### src/rtl/tristate_sel_pkg.sv
// Shared types and helpers for the tristate select sequencer.
package tristate_sel_pkg;

    // Sequencer states.
    typedef enum logic [1:0] {
        IDLE  = 2'd0,
        DRIVE = 2'd1,
        GAP   = 2'd2
    } state_e;

    // Width of the break-before-make gap counter (GAP_CYCLES up to 255).
    localparam int unsigned GapCntW = 8;

    // Largest select width the helpers support; callers truncate to 2**SEL_W.
    localparam int unsigned MaxSelW = 8;
    localparam int unsigned MaxCh   = 2 ** MaxSelW;

    // One-hot encode a channel index into the widest supported vector.
    function automatic logic [MaxCh-1:0] onehot(input logic [MaxSelW-1:0] sel);
        logic [MaxCh-1:0] vec;
        vec      = '0;
        vec[sel] = 1'b1;
        return vec;
    endfunction

endpackage

### src/rtl/onehot_decoder.sv
// Combinational N-to-2^N decoder with enable; all outputs low when disabled.
module onehot_decoder
    import tristate_sel_pkg::*;
#(
    parameter int unsigned SEL_W = 2
) (
    input  logic               en,
    input  logic [SEL_W-1:0]   sel,
    output logic [2**SEL_W-1:0] dec
);

    localparam int unsigned NCh = 2 ** SEL_W;

    logic [MaxCh-1:0] full_vec;

    // Decode against the widest vector, then keep only this instance's channels.
    always_comb begin
        full_vec = onehot(MaxSelW'(sel));
        dec      = en ? NCh'(full_vec) : '0;
    end

endmodule

### src/rtl/tristate_select_sequencer.sv
// Registered one-hot output-enable sequencer with break-before-make gap on
// every channel change, so no two tristate drivers are ever on together.
module tristate_select_sequencer
    import tristate_sel_pkg::*;
#(
    parameter int unsigned SEL_W      = 2,
    parameter int unsigned GAP_CYCLES = 1,
    parameter int unsigned CNT_W      = 16
) (
    input  logic                clk,
    input  logic                rst,
    input  logic                en,
    input  logic                sel_valid,
    input  logic [SEL_W-1:0]    sel,
    output logic                sel_ready,
    output logic [2**SEL_W-1:0] oe,
    output logic [SEL_W-1:0]    cur_sel,
    output logic                busy,
    output logic [CNT_W-1:0]    switch_cnt
);

    localparam int unsigned NCh = 2 ** SEL_W;

    if (GAP_CYCLES < 1 || GAP_CYCLES > 255) begin : g_gap_range_check
        $error("GAP_CYCLES must be in 1..255");
    end
    if (SEL_W < 1 || SEL_W > MaxSelW) begin : g_sel_w_check
        $error("SEL_W must be in 1..8");
    end

    state_e             state_q, state_d;
    logic [SEL_W-1:0]   cur_sel_q, cur_sel_d;
    logic [GapCntW-1:0] gap_cnt_q, gap_cnt_d;
    logic [CNT_W-1:0]   switch_cnt_q, switch_cnt_d;
    logic [NCh-1:0]     oe_q, oe_d;
    logic               busy_q, busy_d;
    logic               accept;

    assign sel_ready = en && (state_q != GAP);
    assign accept    = sel_valid && sel_ready;

    // Next-state logic: select tracking, gap countdown and switch counting.
    always_comb begin
        state_d      = state_q;
        cur_sel_d    = cur_sel_q;
        gap_cnt_d    = gap_cnt_q;
        switch_cnt_d = switch_cnt_q;
        unique case (state_q)
            IDLE: begin
                if (accept) begin
                    cur_sel_d = sel;
                    state_d   = DRIVE;
                end
            end
            DRIVE: begin
                if (!en) begin
                    state_d = IDLE;
                end else if (accept && (sel != cur_sel_q)) begin
                    cur_sel_d = sel;
                    gap_cnt_d = GapCntW'(GAP_CYCLES);
                    state_d   = GAP;
                end
            end
            GAP: begin
                // Abandoning a gap keeps the pending select but is not a switch.
                if (!en) begin
                    state_d   = IDLE;
                    gap_cnt_d = '0;
                end else if (gap_cnt_q <= GapCntW'(1)) begin
                    state_d   = DRIVE;
                    gap_cnt_d = '0;
                    if (switch_cnt_q != '1) begin
                        switch_cnt_d = switch_cnt_q + CNT_W'(1);
                    end
                end else begin
                    gap_cnt_d = gap_cnt_q - GapCntW'(1);
                end
            end
            default: state_d = IDLE;
        endcase
        busy_d = (state_d == GAP);
    end

    // The enable vector is decoded from next-state so oe is a clean register.
    onehot_decoder #(
        .SEL_W (SEL_W)
    ) u_onehot_decoder (
        .en  (state_d == DRIVE),
        .sel (cur_sel_d),
        .dec (oe_d)
    );

    // State registers; reset clears the enables without waiting for a gap.
    always_ff @(posedge clk or posedge rst) begin
        if (rst) begin
            state_q      <= IDLE;
            cur_sel_q    <= '0;
            gap_cnt_q    <= '0;
            switch_cnt_q <= '0;
            oe_q         <= '0;
            busy_q       <= 1'b0;
        end else begin
            state_q      <= state_d;
            cur_sel_q    <= cur_sel_d;
            gap_cnt_q    <= gap_cnt_d;
            switch_cnt_q <= switch_cnt_d;
            oe_q         <= oe_d;
            busy_q       <= busy_d;
        end
    end

    assign oe         = oe_q;
    assign cur_sel    = cur_sel_q;
    assign busy       = busy_q;
    assign switch_cnt = switch_cnt_q;

endmodule

### config.mk
export PLATFORM = sky130hd
export DESIGN_NAME = tristate_select_sequencer
export DESIGN_NICKNAME = d
export VERILOG_FILES = /design/src/rtl/tristate_sel_pkg.sv /design/src/rtl/onehot_decoder.sv /design/src/rtl/tristate_select_sequencer.sv
export SDC_FILE = /design/constraint.sdc
export NUM_CORES = 1
export LEC_CHECK = 0
export CAP_MARGIN = 20
export CORE_UTILIZATION = 40
export CTS_BUF_LIST = sky130_fd_sc_hd__clkbuf_8
export CTS_CLUSTER_SIZE = 40
export DETAILED_ROUTE_END_ITERATION = 7
export GPL_TIMING_DRIVEN = 1
export PLACE_DENSITY = 0.7
export SLEW_MARGIN = 25
export SYNTH_ARGS = -nofsm -noshare
export SYNTH_HDL_FRONTEND = slang
export SYNTH_SLANG_ARGS = --single-unit
### constraint.sdc
create_clock -name clk -period 2.35 [get_ports clk]
set_input_delay 0.47 -clock clk [delete_from_list [all_inputs] [get_ports clk]]
set_output_delay 0.47 -clock clk [all_outputs]
set_load 0.02 [all_outputs]
==> impl_metrics.json <==
{
  "rsz0062_at_grt": "no",
  "cts_root_buffer": "clkbuf_8",
  "synth_top_family_by_area": "simple AND/OR/NAND/NOR gates",
  "grt_max_degree": 34,
  "synth_compound_area_share_pct": 7.137,
  "synth_flop_cell": "dfrtp_1",
  "crit_path_frequent_cell": "clkdlybuf4s50_1",
  "crit_buf_inv": 3,
  "drt-total-wl_um": 3177,
  "synth_edf_count": 0,
  "crit_path_end_kind": "output port",
  "outcome": "complete, no violations",
  "critPathLaunchType": "input pin",
  "diodes": 0,
  "combPwrFrac_pct": 30.8,
  "fin_skew_ps": 3.479,
  "power_density_nw_per_um2": 834.6,
  "synthSimpleGateAreaFrac_pct": 23.63,
  "synth_fp_nets": 161,
  "met3_usage_pct": 3.697,
  "p_clk_share_pct": 26.9,
  "drcViolationCount": 0,
  "post_synth.cell_area_avg_um2": 10.38,
  "die_h_um": 64.81,
  "cts.reportedPaths.clkPinSlew_ps": 60,
  "cts_setup_buffers": 0,
  "crit_arrival_ps": 1820,
  "synth_top_area_cell": "dfrtp_1",
  "via_per_inst": 5.160,
  "synth_xor_xnor_area_share_pct": 10.55,
  "port_buffers": 29,
  "synthMuxAreaShare_pct": 2.062,
  "yosysMostFrequentCell": "dfrtp_1",
  "worstSkewPairLatency_ps": 290,
  "dp_hpwl_um": 2288,
  "grt_pass1_vias": 1216,
  "p_int_mw": 1.171,
  "num_rows": 22,
  "synthAdderAreaFrac_pct": 2.379,
  "grt_util_met1_pct": 19.41,
  "finalSetupViolCount": 0,
  "slew_headroom_pct": 51.95,
  "path_cells": "clkdlybuf4s50_1 > buf_4 > and2_1 > clkdlybuf4s50_1",
  "max_freq_mhz": 436.9,
  "final_net_count": 203,
  "cp_slowest_cell": "clkdlybuf4s50_1",
  "synth_cell_types": 32,
  "yosys.area.top_type_share_pct": 52.34,
  "critical_path_class": "input pin to output port",
  "cts.path.max_buffers": 2,
  "power_leakage_nw": 0.9347,
  "grt_most_used_layer": "met2",
  "yosys-top-cells-count": "33 x dfrtp_1, 16 x nand2_1, 13 x o21ai_0",
  "drive_gt1_share_pct": 14.87,
  "syn_to_final_growth_pct": 32.28,
  "cts_inserted_buffers": 5,
  "slowest_delay_ps": 600,
  "holdWs_ps": 508.6,
  "yosysWarnings": 0,
  "finalCritPeriodShare_pct": 97.40,
  "grt_util_all_layers_pct": 17.03,
  "synthArstFlopShare_pct": 100.0,
  "cts_resized": 0,
  "antenna_found_initial": 0,
  "worst_slew_pin_slew_ps": 716.5,
  "p_switching_mw": 0.5704,
  "drv_cap": 0,
  "ant_nets": 0,
  "grt_pass1_wl_um": 5333,
  "cts_tree": "yes",
  "synth_cells": 152,
  "initial_core_util_pct": 42.46,
  "drtIter0Drc": 47,
  "gr-total-overflow": 0,
  "clkSinkCount": 33,
  "hold_buffers": 0,
  "finalPower_mw": 1.742,
  "worstPathRequired_ps": 1880,
  "die_w_um": 64.81,
  "place.gp.congestion": 0.8313,
  "dr.pass1.iters": 4,
  "hold_viol": 0,
  "vdd_drop_max_mv": 0.5763,
  "route.vias.total": 1254,
  "slew_viol_final": 0,
  "core_area_um2": 3716,
  "netlist_top_cells_area": "dfrtp_1 52%, xnor2_1 6.7%, o21ai_0 4.1%",
  "crit_family": "buffers and inverters",
  "synth_area_um2": 1578,
  "path_max_fanout": 5,
  "hold_class": "register to register",
  "p_sw_share_pct": 32.75,
  "dieArea_um2": 4200,
  "synth_seq_cells": 33,
  "met2_usage_pct": 28.78,
  "io-pin-count": 30,
  "setup_ws_ps": 61.12,
  "htree_levels": 2,
  "wl_per_cell_um": 13.07,
  "place_ws_ps": -56.10,
  "period_needed_ps": 2289,
  "yosysSeqAreaShare_pct": 52.34,
  "final_core_util_pct": 56.16,
  "pwr-share-seq_pct": 42.3
}
-- worst register-to-register path: cells and delay by family, from the launching register on --
kind,cells,cell delay [ps]
AND/OR/NAND/NOR,4,1580
flip-flops,1,420
XOR/XNOR,1,160
-- cell families (layout without fill, tap and decap cells) --
group,count (synthesis),in the layout
AO/OA/AOI/OAI,20,20
XOR/XNOR,19,19
adder cells (fa/ha/maj),3,3
buffers and inverters,8,51
flip-flops,33,33
multiplexers,3,3
AND/OR/NAND/NOR,66,66
-- layout by cell type, fill, tap and decap left out, drive strengths merged --
cell type      instances
nor2b                  3
dfrtp                 33
a211oi                 2
o31ai                  3
nor3                   3
nand4                  7
xor2                   7
mux2i                  1
buf                    8
clkinv                 1
and2                   1
and3b                  1
or4b                   1
nand3                  2
nand2                 16
xnor2                 12
or4                    2
and3                   3
mux2                   2
nor2                  15
a21oi                  2
ha                     3
or2                    1
or3                    2
o21ai                 13
or3b                   1
clkbuf                 7
inv                    6
nand2b                 3
nand3b                 2
clkdlybuf4s50         29
nor4                   2
nor3b                  1
-- per-stage QoR --
| step | cells | TNS, ps | cell area, µm² |
|---|---|---|---|
| final | 243 | 0 | 2087 |
| after global routing | 243 | 0 | 2087 |
| after CTS | 243 | 0 | 2087 |
| after detailed placement | 235 | -94.24 | 1986 |
| after global placement | 235 | 0 | 1981 |
| after floorplan | 152 | 0 | 1578 |
-- worst paths after layout --
check | cells past startpoint | end | slack (ps) | from
setup / recovery | 4 | sel_ready | 60 | en
setup reg to reg | 5 | switch_cnt[15] | 110 | gap_cnt_q[2]
hold reg to reg | 1 | gap_cnt_q[7] | 510 | gap_cnt_q[7]
hold / removal | 1 | gap_cnt_q[7] | 510 | gap_cnt_q[7]
max in group asynchronous | 3 | oe[0] | 1480 | rst
min in group asynchronous | 3 | switch_cnt[0] | 560 | rst
-- power groups by stage --
stage	clock [mW]	combinational (mW)	sequential, mW
floorplan	0	0.330	0.765
global placement	0	0.510	0.739
detailed placement	0	0.540	0.745
CTS	0.484	0.541	0.736
global route	0.505	0.590	0.750
finish	0.468	0.537	0.737
-- flip-flops by register name, indices dropped and copies added, names as in the netlist --
signal and flops:
busy 1, cur_sel 2, gap_cnt_q 8, oe 4, state_q 2, switch_cnt 16
-- cell type report --
cell class,instances,area [µm²]
multi-input combinational,111,726.9
inverter,6,22.52
fill,331,1629
clock buffer,7,96.34
clock inverter,1,5.005
timing repair buffer,37,350.3
sequential,33,825.8
tap,48,60.06
-- per-layer routing --
metal | vias up | share of wire (%)
met3 | 5 | 3.7
met5 | - | 0
met2 | 31 | 49
li1 | 606 | -
met1 | 612 | 45
met4 | 0 | 2.0
(Power assumes the default switching activity.)
